$ cat src/rtl/packet_axis_reader.sv
// Packet buffer to AXI-Stream reader: issues word reads for one packet slot,
// queues the returned words in a 3-entry FIFO and frees the slot with an ack pulse.
module packet_axis_reader #(
  parameter  int data_width_p  = 64,
  parameter  int els_p         = 2048,
  localparam int bytes_lp      = data_width_p/8,
  localparam int addr_width_lp = $clog2(els_p),
  localparam int size_width_lp = $clog2(els_p+1),
  localparam int lg_bytes_lp   = $clog2(bytes_lp),
  localparam int rsz_width_lp  = $clog2(lg_bytes_lp+1)
) (
  input  logic                     clk_i,
  input  logic                     reset_i,
  input  logic                     packet_avail_i,
  input  logic [size_width_lp-1:0] packet_rsize_i,
  output logic                     packet_ack_o,
  output logic                     packet_rvalid_o,
  output logic [addr_width_lp-1:0] packet_raddr_o,
  output logic [rsz_width_lp-1:0]  packet_rdata_size_o,
  input  logic [data_width_p-1:0]  packet_rdata_i,
  output logic [data_width_p-1:0]  m_axis_tdata_o,
  output logic [bytes_lp-1:0]      m_axis_tkeep_o,
  output logic                     m_axis_tlast_o,
  output logic                     m_axis_tvalid_o,
  input  logic                     m_axis_tready_i
);

  typedef enum logic [1:0] {IDLE, READ, ACK} state_e;

  localparam logic [size_width_lp-1:0] els_size_lp = size_width_lp'(els_p);

  state_e                     r_state, w_state_nxt;
  logic [size_width_lp-1:0]   r_size;
  logic [size_width_lp-1:0]   r_widx;
  logic                       r_inflight;
  logic [bytes_lp-1:0]        r_if_keep;
  logic                       r_if_last;
  logic [1:0]                 r_wptr, r_rptr, r_count;
  logic [data_width_p-1:0]    r_mem_data [3];
  logic [bytes_lp-1:0]        r_mem_keep [3];
  logic                       r_mem_last [3];

  logic                       w_rd, w_ack, w_push, w_pop, w_valid;
  logic                       w_can_issue, w_is_last;
  logic [2:0]                 w_occ;
  logic [size_width_lp-1:0]   w_last_idx;
  logic [lg_bytes_lp-1:0]     w_rem;
  logic [bytes_lp:0]          w_one_hot;
  logic [bytes_lp-1:0]        w_last_keep;

  function automatic logic [1:0] ptr_inc(input logic [1:0] p);
    return (p == 2'd2) ? 2'd0 : p + 2'd1;
  endfunction

  // Reads in flight count against FIFO space so a returning word always has a slot.
  assign w_occ       = 3'(r_count) + 3'(r_inflight);
  assign w_can_issue = w_occ < 3'd3;
  assign w_last_idx  = (r_size - size_width_lp'(1)) >> lg_bytes_lp;
  assign w_is_last   = (r_widx == w_last_idx);
  assign w_rem       = r_size[lg_bytes_lp-1:0];
  assign w_one_hot   = (bytes_lp+1)'(1) << w_rem;
  assign w_last_keep = (w_rem == '0) ? '1 : w_one_hot[bytes_lp-1:0] - bytes_lp'(1);

  always_ff @(posedge clk_i) begin
    if (reset_i) r_state <= IDLE;
    else         r_state <= w_state_nxt;
  end

  always_comb begin
    w_state_nxt = r_state;
    w_rd        = 1'b0;
    w_ack       = 1'b0;
    case (r_state)
      IDLE: if (packet_avail_i) w_state_nxt = (packet_rsize_i == '0) ? ACK : READ;
      READ: if (w_can_issue) begin
        w_rd = 1'b1;
        if (w_is_last) w_state_nxt = ACK;
      end
      ACK: begin
        w_ack       = 1'b1;
        w_state_nxt = IDLE;
      end
      default: w_state_nxt = IDLE;
    endcase
  end

  assign w_push = r_inflight;
  assign w_pop  = (r_count != 2'd0) && m_axis_tready_i;

  always_ff @(posedge clk_i) begin
    if (reset_i) begin
      r_size     <= '0;
      r_widx     <= '0;
      r_inflight <= 1'b0;
      r_if_keep  <= '0;
      r_if_last  <= 1'b0;
      r_wptr     <= '0;
      r_rptr     <= '0;
      r_count    <= '0;
    end else begin
      if (r_state == IDLE && packet_avail_i) begin
        r_size <= packet_rsize_i;
        r_widx <= '0;
      end
      if (w_rd) r_widx <= r_widx + size_width_lp'(1);
      // Tag travels with the read so it lands alongside the returning word.
      r_inflight <= w_rd;
      r_if_keep  <= w_is_last ? w_last_keep : '1;
      r_if_last  <= w_is_last;
      if (w_push) r_wptr <= ptr_inc(r_wptr);
      if (w_pop)  r_rptr <= ptr_inc(r_rptr);
      case ({w_push, w_pop})
        2'b10:   r_count <= r_count + 2'd1;
        2'b01:   r_count <= r_count - 2'd1;
        default: r_count <= r_count;
      endcase
    end
  end

  always_ff @(posedge clk_i) begin
    if (w_push) begin
      r_mem_data[r_wptr] <= packet_rdata_i;
      r_mem_keep[r_wptr] <= r_if_keep;
      r_mem_last[r_wptr] <= r_if_last;
    end
  end

  // Outputs are forced low while reset is held, independent of registered state.
  assign w_valid             = (r_count != 2'd0) && !reset_i;
  assign packet_rvalid_o     = w_rd && !reset_i;
  assign packet_ack_o        = w_ack && !reset_i;
  assign packet_raddr_o      = reset_i ? '0 : addr_width_lp'(r_widx << lg_bytes_lp);
  assign packet_rdata_size_o = rsz_width_lp'(lg_bytes_lp);
  assign m_axis_tvalid_o     = w_valid;
  assign m_axis_tdata_o      = w_valid ? r_mem_data[r_rptr] : '0;
  assign m_axis_tkeep_o      = w_valid ? r_mem_keep[r_rptr] : '0;
  assign m_axis_tlast_o      = w_valid && r_mem_last[r_rptr];

  always_ff @(posedge clk_i) begin
    if (!reset_i && packet_avail_i) assert (packet_rsize_i <= els_size_lp);
  end

endmodule

$ cat config.mk
export PLATFORM = sky130hd
export DESIGN_NAME = packet_axis_reader
export DESIGN_NICKNAME = d
export VERILOG_FILES = /design/src/rtl/packet_axis_reader.sv
export SDC_FILE = /design/constraint.sdc
export NUM_CORES = 1
export LEC_CHECK = 0
export ABC_AREA = 1
export BUFFER_PORTS_ARGS = -buffer_cell sky130_fd_sc_hd__buf_2
export CAP_MARGIN = 20
export CELL_PAD_IN_SITES_DETAIL_PLACEMENT = 0
export CELL_PAD_IN_SITES_GLOBAL_PLACEMENT = 1
export CORE_ASPECT_RATIO = 2
export CORE_MARGIN = 3
export CORE_UTILIZATION = 43
export CTS_BUF_LIST = sky130_fd_sc_hd__clkbuf_2 sky130_fd_sc_hd__clkbuf_4 sky130_fd_sc_hd__clkbuf_8
export CTS_CLUSTER_SIZE = 8
export DETAILED_ROUTE_END_ITERATION = 7
export PLACE_DENSITY_LB_ADDON = 0.1
export SYNTH_ARGS = -nofsm -noshare
export SYNTH_HDL_FRONTEND = slang
export SYNTH_SLANG_ARGS = --single-unit
$ cat constraint.sdc
create_clock -name clk_i -period 11.36 [get_ports clk_i]
set_input_delay 1.136 -clock clk_i [delete_from_list [all_inputs] [get_ports clk_i]]
set_output_delay 1.136 -clock clk_i [all_outputs]
set_load 0.1 [all_outputs]
== Word level (Yosys, flattened, before mapping) ==
Memory sizes are Yosys's and may differ from the RTL's. A register that Yosys moved wholly into a read port is not among the register bits.
Cells that the tools add are included.
W data, S select, Z words.

* Output and inout bits: 89
* Memory bits (writable): 219
* Register bits: 42
* Memories: 3
* Input port bits: 80
* Word-level logic and storage cells: 72

* Shift-type cells: 1
* Reductions and logical operators: 14
* Add/sub/neg operators: 8
* Magnitude comparators: 1
* Muxes and demuxes: 26
* Eq/ne operators: 10

{| class="wikitable"
|+ Memory list
! name !! depth !! bits a word !! read ports !! clocked after Yosys merged registers in !! wr ports !! RTL line !! RTL
|-
| r_mem_data || 3 || 64 || 1 || 1 || 1 || 39 || <nowiki>logic [data_width_p-1:0] r_mem_data [3];</nowiki>
|-
| r_mem_keep || 3 || 8 || 1 || 1 || 1 || 40 || <nowiki>logic [bytes_lp-1:0] r_mem_keep [3];</nowiki>
|-
| r_mem_last || 3 || 1 || 1 || 1 || 1 || 41 || <nowiki>logic r_mem_last [3];</nowiki>
|}

{| class="wikitable"
|+ Operator list
! operator !! count
|-
| $mux W64 || 1
|-
| $mux W12 || 2
|-
| $mux W2 || 12
|-
| $mux W8 || 3
|-
| $add A12 B1 Y12 const B || 1
|-
| $eq A12 B9 Y1 || 1
|-
| $logic_not A12 Y1 || 1
|-
| $sub A12 B1 Y12 const B || 1
|-
| $mux W11 || 1
|-
| $eq A2 B2 Y1 const B || 4
|-
| $pmux W2 S2 || 2
|-
| $shl A1 B3 Y8 const A || 1
|-
| $sub A8 B1 Y8 const B || 1
|-
| $add A2 B1 Y2 const B || 3
|-
| $logic_and A1 B1 Y1 || 6
|-
| $ne A2 B2 Y1 const B || 3
|-
| $reduce_bool A2 Y1 || 3
|-
| $mux W1 || 5
|-
| $eq A2 B1 Y1 const B || 2
|-
| $add A2 B1 Y3 || 1
|-
| $logic_not A3 Y1 || 1
|-
| $lt A3 B2 Y1 const B || 1
|-
| $reduce_and A3 Y1 || 1
|-
| $logic_not A2 Y1 || 1
|-
| 2 further kinds || 2
|}

== Depth between registers and ports, before layout ==
* Depth in word-level cells: 5
* Mapped depth: 13
* Depth with buffers taken out: 13

== Worst setup path after synthesis ==
Ideal clock, no wire load.

* Kind: register to register
* Start: register r_inflight
* End: memory r_mem_data[1][0] (enable)
* Required time: 10,763 ps
* Path slack: 5,295 ps
* Arrival time: 5,468 ps
* Cell stages (with the launch flop): 3
* Setup time: 597 ps
* Cell sequence: dfxtp_1 > inv_1 > nor3_1

* Longest elaborated chain between the ends: 2

{| class="wikitable"
|+ Ends and longest elaborated chain
! item !! RTL line !! RTL
|-
| start: declaration || 35 || <nowiki>logic r_inflight;</nowiki>
|-
| start signal: assignment || 107 || <nowiki>r_inflight <= w_rd;</nowiki>
|-
| $mux W1 || 121 || <nowiki>if (w_push) begin</nowiki>
|-
| $mux W1 (not written as such) || 122 || <nowiki>r_mem_data[r_wptr] <= packet_rdata_i;</nowiki>
|-
| end: declaration || 39 ||
|}

Every way passes these cells.

== Worst setup path in the final report ==
* Start: input reset_i
* End: output m_axis_tkeep_o[5]

* Longest elaborated chain between the ends: 3

{| class="wikitable"
|+ Ends and longest elaborated chain
! item !! RTL line !! RTL
|-
| start: declaration || 13 || <nowiki>input logic reset_i,</nowiki>
|-
| $logic_not A1 Y1 || - ||
|-
| $logic_and A1 B1 Y1 || 129 || <nowiki>assign w_valid = (r_count != 2'd0) && !reset_i;</nowiki>
|-
| $mux W8 || 136 || <nowiki>assign m_axis_tkeep_o = w_valid ? r_mem_keep[r_rptr] : '0;</nowiki>
|-
| end: declaration || 22 || <nowiki>output logic [bytes_lp-1:0] m_axis_tkeep_o,</nowiki>
|}

Every way passes these cells.

==> qor.yml <==
status: "completed"
slew_headroom: 0.2811
min_from: "r_if_keep[4]"
yosys.area.top_type: "edfxtp_1"
hold_viol_final: 0
worstMarginPinSlew_ns: 1.078
post_cts_buffers: 0
clkLatencyLatePin_ns: 0.53
stdcell_area_sq_mm: 0.01220
core_sq_mm: 0.02353
multi_input_area_sq_mm: 0.002586
dp_hpwl_microns: 16130
grt_max_degree: 101
postPlaceCellArea_sq_mm: 0.01147
overflow: 0
cts.sink_count: 263
numPortBuffers: 163
drv_cap: 0
ys_warn_count: 0
powerDensity_mw_per_mm2: 184.0
syn-instance-count: 879
start_util: 0.4416
root_buffer: "clkbuf_8"
regToRegSetupSlack_ns: 9.10
die_y_microns: 225.8
antenna_found_initial: 3
h-tree-depth: 2
die_x_microns: 115.9
holdPathEnd: "r_mem_keep[1][4]"
setup_viol: 0
wire_per_inst_microns: 18.94
drt_wl_total_microns: 25610
fin_util: 0.5185
place_ws_ns: 6.930
grt_pass1_vias: 7146
synth_top_area_share: 0.6330
rsz0062_at_grt: "false"
reg2reg_depth: 6
fillers: 2116
dp.cells: 1288
yosys-top-cells-area: "edfxtp_1 63%, dfxtp_1 8.5%, nand2_1 7.5%"
synth_seq_cells: 263
die_area_sq_mm: 0.02617
clock.fmax_mhz: 227.0
finalNonFillerCells: 1352
holdBufCountCts: 0
vias_per_cell: 5.277
fin_crit_ns: 4.406
seqCellArea_sq_mm: 0.007458
skew_ns: 0.01690
routed-via-count: 7134
path_max_fanout: 74
dr.first_iter.drc_count: 356
clkTransAtPathRegs_ns: 0.06
crit_arrival_ns: 3.27
vdd_drop_max_mv: 0.08835
cts.repair.resized: 0
startpoint_type: "primary input"
ys_seq_area_frac: 0.7178
period_share: 0.3878
layout-drive-gt1-share: 0.2364
ant_nets: 0
required_ns: 10.22
whs_path_depth: 0
fin_tns_setup_ns: 0
syn2layout_area_growth_pct: 17.40
tritoncts: "yes"
hp-class: "reg2reg"
avgSynthCellArea_sq_um: 11.82
io_pins: 169
fin_ws_ns: 6.954
grt_util_all_layers: 0.1947
crit_type: "in2out"
grt_pass1_wl_microns: 38630
rr_startpoint: "r_state[0]"
first_pass_iters: 7
ys_types: 37
leakage_nw: 4.623
cts_buffer_depth: 3
globalplace.congestion: 0.8464
worstSetupEndpointType: "output port"
r2r-end: "r_widx[8]"
finalMaxSlewViolations: 0
synth_area_sq_mm: 0.01039
rows: 79
drc: 0
cts_buffers: 40
finalNetCount: 1131
-- placed cells by master, fill, tap and decap left out, drive strengths merged, types with 2 or more instances in the layout --
master,n
clkbuf,57
inv,47
clkinvlp,2
nand3,21
ha,4
clkinv,2
a32o,2
a31oi,73
nand3b,2
conb,5
a22oi,2
a211oi,2
nor2,48
xnor2,3
edfxtp,219
dfxtp,44
o21ai,101
nor3,8
buf,173
nor4,3
a21oi,26
diode,3
xor2,6
nand2,208
-- worst max-delay path, cell delays in order --
cell and delay, ns:
buf_2 0.26, a21oi_4 0.17, buf_4 0.62, o21ai_0 0.19, a31oi_1 0.32, buf_2 0.49
-- final cells by class --
class / instances / area share
flip-flops and latches: 263 / 0.6115
multi-input cells: 522 / 0.2120
repair buffers: 173 / 0.07304
clock buffers: 57 / 0.05714
well taps: 283 / 0.02903
inverters: 47 / 0.01467
clock inverters: 4 / 0.001949
diodes: 3 / 0.0006155
-- worst max path at each step --
stage          slack (ns)                 to        from
6_report             6.95  m_axis_tkeep_o[5]     reset_i
5_1_grt              6.84  m_axis_tkeep_o[5]     reset_i
4_1_cts              6.94  m_axis_tkeep_o[5]     reset_i
3_5_place_dp         6.93  m_axis_tkeep_o[5]     reset_i
3_3_place_gp         6.96  m_axis_tkeep_o[5]     reset_i
2_1_floorplan        5.30   r_mem_data[1][0]  r_inflight
-- cell usage after synthesis, drive strengths merged --
master and number:
a22o 1, edfxtp 219, buf 7, a31oi 73, a21oi 26, a32o 2, nand3 21, a211oi 2
nor4 3, o2111ai 1, nand2 208, conb 2, nor2 48, o211ai 1, dfxtp 44, or2 1
inv 47, a22oi 2, o21ai 101, o21bai 1, nor3 8, o22ai 1, xor2 6, nand3b 2
ha 4, xnor2 3, o31ai 1, o211a 1, clkbuf 43
-- registers in the layout (all words and copies together), names as in the netlist, named ones only --
name / flops
r_inflight: 1
r_if_keep: 8
r_if_last: 1
r_size: 12
r_mem_keep: 24
r_wptr: 2
r_rptr: 2
r_mem_data: 192
r_count: 2
r_state: 2
r_widx: 12
r_mem_last: 3
-- stage by stage --
stage / hold WS, ns / power [mW]
floorplan: 0.4210 / 1.451
global placement: 0.4233 / 1.551
detailed placement: 0.4379 / 1.554
CTS: 0.4451 / 2.280
global route: 0.4531 / 2.346
finish: 0.4484 / 2.244
-- cells by family (layout without fill, tap and decap cells) --
group	count (synthesis)	after routing	share of synthesized area
flops	263	263	0.7178
simple gates	291	291	0.1159
other cells	2	8	0.0007229
buf+inv	97	281	0.03710
xor+xnor	9	9	0.008311
compound gates	213	213	0.1154
fa+ha+maj	4	4	0.004818
-- layer usage --
metal	global-route usage	vias to the layer above	share of wire	routed length, microns
met5	0	-	0	0
met4	0.1139	0	0.053	1370
met3	0.03593	62	0.047	1203
met2	0.3663	200	0.56	14400
met1	0.1918	3406	0.34	8631
li1	-	3466	-	-
-- where the power goes --
| part | total (mW) | switching, mW | leakage (nW) | internal [mW] |
|---|---|---|---|---|
| combinational | 0.437 | 0.356 | 1.90 | 0.0802 |
| clock | 0.717 | 0.328 | 0.379 | 0.389 |
| sequential | 1.09 | 0.0149 | 2.34 | 1.08 |
| total | 2.24 | 0.699 | 4.62 | 1.54 |
Note: power is estimated with default switching activity, not from simulation.
